**config.mk**
```make
export PLATFORM = sky130hd
export DESIGN_NAME = dqpsk_mod_param
export DESIGN_NICKNAME = d
export VERILOG_FILES = /design/src/rtl/dqpsk_mod_param.sv
export SDC_FILE = /design/constraint.sdc
export NUM_CORES = 1
export LEC_CHECK = 0
export ABC_CLOCK_PERIOD_IN_PS = 2600
export BUFFER_PORTS_ARGS = -buffer_cell sky130_fd_sc_hd__buf_2
export CORE_MARGIN = 1
export CORE_UTILIZATION = 30
export DETAILED_ROUTE_END_ITERATION = 10
export GPL_ROUTABILITY_DRIVEN = 0
export GPL_TIMING_DRIVEN = 0
export PLACE_DENSITY = 0.6
export SLEW_MARGIN = 0
export SYNTH_ARGS = -nofsm -noshare
export SYNTH_HDL_FRONTEND = slang
export SYNTH_SLANG_ARGS = --single-unit
```
**constraint.sdc**
```tcl
create_clock -name clk -period 2.6 [get_ports clk]
set_input_delay 0.13 -clock clk [delete_from_list [all_inputs] [get_ports clk]]
set_output_delay 0.13 -clock clk [all_outputs]
set_load 0.02 [all_outputs]
```
**src/rtl/dqpsk_mod_param.sv**
```systemverilog
// DQPSK / pi/4-DQPSK modulator: serial bits -> Gray dibit -> differential 8-phase
// symbol held for SPS samples -> mixed onto an fs/4 quadrature IF carrier.
module dqpsk_mod_param #(
  parameter int unsigned SPS = 8,
  parameter int unsigned OW  = 16,
  parameter int unsigned AMP = 32767
) (
  input  logic                 clk,
  input  logic                 reset_n,
  input  logic                 mode,
  input  logic                 din,
  input  logic                 din_valid,
  output logic                 din_ready,
  output logic signed [OW-1:0] i_out,
  output logic signed [OW-1:0] q_out,
  output logic signed [OW-1:0] dout,
  output logic                 sym_strobe,
  output logic                 underrun
);

  localparam int unsigned     CW       = (SPS > 1) ? $clog2(SPS) : 1;
  localparam longint unsigned DIAG     = (64'(AMP) * 64'd70711 + 64'd50000) / 64'd100000;
  localparam logic signed [OW-1:0] AMP_V  = OW'(AMP);
  localparam logic signed [OW-1:0] DIAG_V = OW'(DIAG);
  localparam logic [CW-1:0]   CNT_LAST = CW'(SPS - 1);

  logic [CW-1:0] cnt;
  logic [1:0]    k;
  logic [2:0]    p;
  logic          half;
  logic          msb;
  logic          pend_full;
  logic [1:0]    dibit;

  logic                 tick_c;
  logic                 accept_c;
  logic [2:0]           inc_c;
  logic [2:0]           p_next_c;
  logic signed [OW-1:0] i_map_c;
  logic signed [OW-1:0] q_map_c;
  logic signed [OW-1:0] if_c;

  assign tick_c   = (cnt == CNT_LAST);
  assign accept_c = din_valid & ~pend_full;

  // Gray dibit -> phase step in 45 degree units; pi/4 mode adds one odd step
  always_comb begin
    inc_c = 3'd0;
    unique case (dibit)
      2'b00:   inc_c = 3'd0;
      2'b01:   inc_c = 3'd2;
      2'b11:   inc_c = 3'd4;
      default: inc_c = 3'd6;
    endcase
    inc_c    = inc_c | {2'b00, mode};
    p_next_c = p + inc_c;
  end

  // Constellation lookup for the phase about to be loaded
  always_comb begin
    i_map_c = '0;
    q_map_c = '0;
    unique case (p_next_c)
      3'd0: begin i_map_c =  AMP_V;  q_map_c = '0;      end
      3'd1: begin i_map_c =  DIAG_V; q_map_c =  DIAG_V; end
      3'd2: begin i_map_c = '0;      q_map_c =  AMP_V;  end
      3'd3: begin i_map_c = -DIAG_V; q_map_c =  DIAG_V; end
      3'd4: begin i_map_c = -AMP_V;  q_map_c = '0;      end
      3'd5: begin i_map_c = -DIAG_V; q_map_c = -DIAG_V; end
      3'd6: begin i_map_c = '0;      q_map_c = -AMP_V;  end
      default: begin i_map_c = DIAG_V; q_map_c = -DIAG_V; end
    endcase
  end

  // fs/4 mixer: I*cos(k*90) - Q*sin(k*90) reduces to a 4-way select with negation
  always_comb begin
    if_c = '0;
    unique case (k)
      2'd0:    if_c =  i_out;
      2'd1:    if_c = -q_out;
      2'd2:    if_c = -i_out;
      default: if_c =  q_out;
    endcase
  end

  always_ff @(posedge clk or negedge reset_n) begin
    if (!reset_n) begin
      cnt        <= '0;
      k          <= '0;
      p          <= '0;
      half       <= 1'b0;
      msb        <= 1'b0;
      pend_full  <= 1'b0;
      din_ready  <= 1'b1;
      dibit      <= '0;
      i_out      <= '0;
      q_out      <= '0;
      dout       <= '0;
      sym_strobe <= 1'b0;
      underrun   <= 1'b0;
    end else begin
      k          <= k + 2'd1;
      cnt        <= tick_c ? '0 : cnt + CW'(1);
      dout       <= if_c;
      sym_strobe <= tick_c & pend_full;
      underrun   <= tick_c & ~pend_full;
      // Symbol boundary: load the registered pending dibit or emit a silent symbol
      if (tick_c) begin
        if (pend_full) begin
          p         <= p_next_c;
          i_out     <= i_map_c;
          q_out     <= q_map_c;
          pend_full <= 1'b0;
          din_ready <= 1'b1;
        end else begin
          i_out <= '0;
          q_out <= '0;
        end
      end
      // Bit assembly; ready is low while a dibit is pending, so no overlap with the load
      if (accept_c) begin
        if (!half) begin
          msb  <= din;
          half <= 1'b1;
        end else begin
          dibit     <= {msb, din};
          pend_full <= 1'b1;
          din_ready <= 1'b0;
          half      <= 1'b0;
        end
      end
    end
  end

endmodule

```
-- After elaboration in Yosys (flattened, before gate mapping)
Index checks and enable logic that the tools add are counted.
- register bits: 64
- input bits: 5
- output and inout port bits: 51
- word-level logic and storage cells: 60
- $add $sub $neg: 5
- equality and inequality tests: 11
- muxes and demuxes: 15
- bitwise gates (word level): 6
- reduce and logical (&&, ||, !) cells: 10
- operator list (cell ; count):
    $pmux 16 s4 ; 2
    $pmux 16 s3 ; 1
    $mux 16 ; 2
    $neg 16->16 ; 2
    $eq 3x3->1 const B ; 4
    $pmux 3 s3 ; 1
    $mux 1 ; 8
    $reduce_or 2->1 ; 4
    $eq 3x2->1 const B ; 2
    $reduce_and 2->1 ; 3
    $eq 2x1->1 const B ; 2
    $eq 2x2->1 const B ; 2
    $logic_not 2->1 ; 2
    $add 3x1->3 const B ; 1
    $add 3x3->3 ; 1
    $and 1x1->1 ; 3
    $eq 3x1->1 const B ; 1
    $logic_not 3->1 ; 1
    $mux 3 ; 1
    $or 3x1->3 ; 1
    $add 2x1->2 const B ; 1
    $not 1->1 ; 2

-- Logic depth before layout (Yosys ltp)
- word-level depth: 8
- depth in mapped cells: 7
- gate-level depth less buffers: 7

-- Least setup slack after synthesis
OpenSTA, ideal clock, no wires.
- path type: reg2reg
- start point: register dibit[0]
- end point: register i_out[15]
- setup time: 0.126 ns
- arrival: 1.917 ns
- required time: 2.474 ns
- slack: 0.557 ns
- cell stages (with the launch flop): 8
- buffers on the path: 0
- clock period less this slack: 2.043 ns
- path through: dfrtp_1 > inv_1 > ha_1 > fa_1 > xnor2_2 > xor2_2 > and2_2 > a221o_1
- cells in the longest elaborated chain, start to end: 8
- elaborated cells between the ends (all ways): 16
- classes of those cells: 1 x add/sub; 7 x eq/ne; 3 x mux; 1 x bitwise; 4 x reduce/logical
- ends and longest elaborated chain (what ; RTL line ; RTL):
    start, declared ; 33 ; logic [1:0] dibit;
    start signal, assigned ; 126 ; dibit <= {msb, din};
    $eq 2x2->1, or another cell as far along ; 49 ; unique case (dibit)
    $pmux 3 s3 (*) ; 49 ;
    $or 3x1->3 (*) ; 55 ; inc_c = inc_c | {2'b00, mode};
    $add 3x3->3 (*) ; 56 ; p_next_c = p + inc_c;
    $eq 3x3->1 / $eq 3x2->1 (equally long branches) ; 63 ; unique case (p_next_c)
    $reduce_or 2->1 (no line) ; -- ;
    $pmux 16 s4 (*) ; 63 ;
    $mux 16 (*) ; 109 ; if (pend_full) begin
    end signal, assigned ; 111 ; i_out <= i_map_c;
    end, declared ; 14 ; output logic signed [OW-1:0] i_out,
Mark *: on every way between the ends. The rest lies on a longest branch, timed or not.
A chain may end at the register's enable or synchronous reset.

-- Worst setup path in the final report
- start point: register dibit[0]
- end point: register i_out[14]
Same word-level chain as after synthesis.

==> flow_summary_export.csv <==
group,metric,value,unit
timing,finalCriticalPeriod,2.24,ns
timing,finalHoldViolCount,0,
drt,viasPerCell,4.49,
clock_network,cts_tree,"built",
setup_path,path_depth,7,
synth,synth_most_common_cell,"dfrtp_1",
drt,detail_route.first_pass.iterations,4,
floorplanning,die_x,86.9,µm
clock_network,clk_path_buf_depth,2,
final_layout,design_area,2650,µm²
timing,skew,0.00736,ns
global_route,grt_pass1_vias,1590,
setup_path,slowest_delay,0.44,ns
drt,dr.first_iter.drc_count,49,
clock_network,clockRootBuffer,"clkbuf_8",
global_route,grt_overflow,0,
synth,yosysSeqAreaShare,45.2,%
setup_path,worstPathArrival,2.41,ns
drt,ant_nets,0,
setup_path,end_kind,"register",
power_and_ir_drop,power.share.clock,11.6,%
floorplanning,core_area,6870,µm²
timing,drv_slew,0,
timing,setup_tns,0,ns
final_layout,insertedDiodeCount,0,
setup_path,cp_top_family,"adder cells",
clock_network,cts.repair.resized,0,
synth,syn_area_per_cell,10.3,µm²
global_route,grt_usage,12.8,%
floorplanning,io_pins,56,
place,dp_hpwl,3.34,mm
clock_network,path_clk_slew,0.08,ns
setup_path,reg2reg_depth,7,
synth,synth_commonest_cells,"dfrtp_1 (38), buf_4 (26), inv_1 (22)",
clock_network,clock_latency,0.29,ns
final_layout,nFillCells,722,
synth,synth.distinct_cells,42,
setup_path,rr_startpoint,"dibit[0]$_DFFE_PN0P_",
drt,vias,1667,
synth,ys_ff_latch,39,
hold_path,hold_class,"input port to register",
power_and_ir_drop,p_per_area,1290,nW/µm²
clock_network,cts.sinks,39,
clock_network,htree_levels,2,
setup_path,r2r_end,"i_out[14]$_DFFE_PN0P_",
setup_path,worst_ep_required_time,2.77,ns
synth,ys.flop_type,"dfrtp_1",
clock_network,numCtsBuffers,5,
timing,relSlewSlack,44.3,%
synth,syn_inst,211,
global_route,grt_pass1_wl,7.37,mm
final_layout,fin_nets,297,
setup_path,critical-path-slowest-cell,"fa_1",
setup_path,crit_start,"dibit[0]$_DFFE_PN0P_",
floorplanning,die_y,86.9,µm
power_and_ir_drop,netSwitchingPower,1.56,mW
timing,fmax,447,MHz
synth,synth_top_area_share,44.0,%
drt,post_drt_wl_per_cell,11.8,µm
global_route,grt_max_degree,40,
power_and_ir_drop,power_frac_comb,58.6,%
timing,setup_viol,0,
power_and_ir_drop,p_leak,1.38,nW
place,port_buffers,55,
timing,tightest_slew,0.836,ns
synth,synth_edf_count,0,
synth,yosys_warnings,0,
setup_path,path_class,"register to register",
synth,synth.largest_area_cell,"dfrtp_1",
synth,synth_fp_nets,234,
synth,async_reset_ff_share,100,%
power_and_ir_drop,total_power,3.44,mW
setup_path,r2r_slack,0.36,ns
floorplanning,die-area,7560,µm²
job,max_cap_violations,0,
synth,synth_area,2160,µm²
setup_path,cp-endpoint,"i_out[14]$_DFFE_PN0P_",
floorplanning,floorplan.initialDensity,31.5,%
final_layout,drive_gt1_share,36.4,%
setup_path,worstSetupStartpointType,"register",
power_and_ir_drop,p_int,1.88,mW
drt,wl,4.39,mm
setup_path,worstPathMaxFanout,5,
power_and_ir_drop,switching_share,45.3,%
final_layout,area_growth,22.7,%
setup_path,cp_cell_sequence,"inv_1 -> ha_1 -> fa_1 -> xnor2_2 -> xnor2_1 -> mux2i_1 -> o21ai_0",
setup_path,worst-path-buf-inv,1,
synth,ys_top_cells_by_area,"dfrtp_1 (44%), ha_1 (9.8%), buf_4 (9.0%), inv_1 (3.8%), a21oi_1 (2.5%)",
place,placed_area,2560,µm²
drt,drc_errors,0,
power_and_ir_drop,peakVddDrop,0.000544,V
timing,period_share,86.0,%
timing,rsz0062_at_grt,"false",
power_and_ir_drop,sequentialPowerShare,29.8,%
run_status,outcome,"finished clean",
floorplanning,std_cell_rows,30,
global_route,antenna_found_initial,0,
cell type report:
cell class / instances / area (µm²) / area share, %
Multi-Input combinational cell: 119 / 880 / 33.1
Clock inverter: 2 / 12.5 / 0.471
Inverter: 22 / 82.6 / 3.11
Buffer: 31 / 224 / 8.44
Timing Repair Buffer: 56 / 285 / 10.7
Sequential cell: 39 / 977 / 36.8
Tap cell: 96 / 120 / 4.53
Clock buffer: 6 / 72.6 / 2.73
power by group through the flow:
stage	combinational [mW]	clock (mW)	sequential (mW)
after CTS	2.03	0.419	1.03
after floorplan	1.35	0	1.17
final	2.01	0.400	1.02
after detailed placement	2.02	0	1.04
after global routing	2.23	0.447	1.06
after global placement	2.00	0	1.03
worst min-delay path by stage:
stage / startpoint / end / slack, ns / cells past startpoint
floorplan: reset_n / cnt[0]$_DFF_PN0_ / -0.17 / 0
finish: din / msb$_DFFE_PN0P_ / 0.07 / 2
CTS: din / msb$_DFFE_PN0P_ / 0.06 / 2
detailed placement: reset_n / dout[11]$_DFF_PN0_ / 0.29 / 1
global placement: reset_n / dout[7]$_DFF_PN0_ / 0.29 / 1
global route: din / msb$_DFFE_PN0P_ / 0.06 / 2
sequential cells by signal, indices dropped and copies added, names as in the netlist:
register,cells
dibit,2
msb,1
underrun,1
pend_full,1
half,1
cnt,3
din_ready,1
p,3
i_out,5
dout,13
sym_strobe,1
q_out,5
k,2
metrics by stage:
step	hold WS (ns)	setup slack (ns)	std cells	utilization, %
floorplan	-0.166	0.557	211	-
global placement	0.288	0.392	362	37.2
detailed placement	0.294	0.385	362	37.2
CTS	0.0630	0.348	371	38.6
global route	0.0605	0.168	371	38.6
finish	0.0743	0.365	371	38.6
per-layer routing:
| metal | wire length, µm | global-route usage [%] |
|---|---|---|
| met1 | 1970 | 15.6 |
| met2 | 2140 | 21.8 |
| met3 | 234 | 3.13 |
| met4 | 42 | 4.70 |
| met5 | 0 | 0 |
worst register-to-register path, delay by kind of cell, from the launching register on:
| kind | cells | cell delay [ns] |
|---|---|---|
| multiplexers | 1 | 0.25 |
| adder cells (fa/ha/maj) | 2 | 0.75 |
| buffers and inverters | 1 | 0.05 |
| XOR/XNOR | 2 | 0.60 |
| AO/OA/AOI/OAI | 1 | 0.10 |
| flip-flops | 1 | 0.37 |
cell families after synthesis:
kind of cell	share of synthesized area [%]
AO/OA/AOI/OAI	15.2
XOR/XNOR	3.12
adder cells (fa/ha/maj)	10.8
buffers and inverters	14.2
flip-flops	45.2
multiplexers	3.01
AND/OR/NAND/NOR	8.62
cell usage in the layout, fill, tap and decap left out, drive strengths merged, types with 4 or more instances in the layout:
| cell | count |
|---|---|
| buf | 84 |
| dfrtp | 38 |
| inv | 22 |
| ha | 17 |
| nor2 | 14 |
| o21ai | 11 |
| a21oi | 11 |
| nand2 | 9 |
| clkbuf | 8 |
| xnor2 | 5 |
| a31oi | 4 |
| nor3 | 4 |
| a211oi | 4 |
| a22oi | 4 |
| o31ai | 4 |
| mux2 | 4 |
repair_timing:
item / CTS / global route
hold endpoints to repair: 38 / 0
hold buffers: 1 / 0
buffers inserted: 0 / 0
Note: power is estimated with default switching activity, not from simulation.
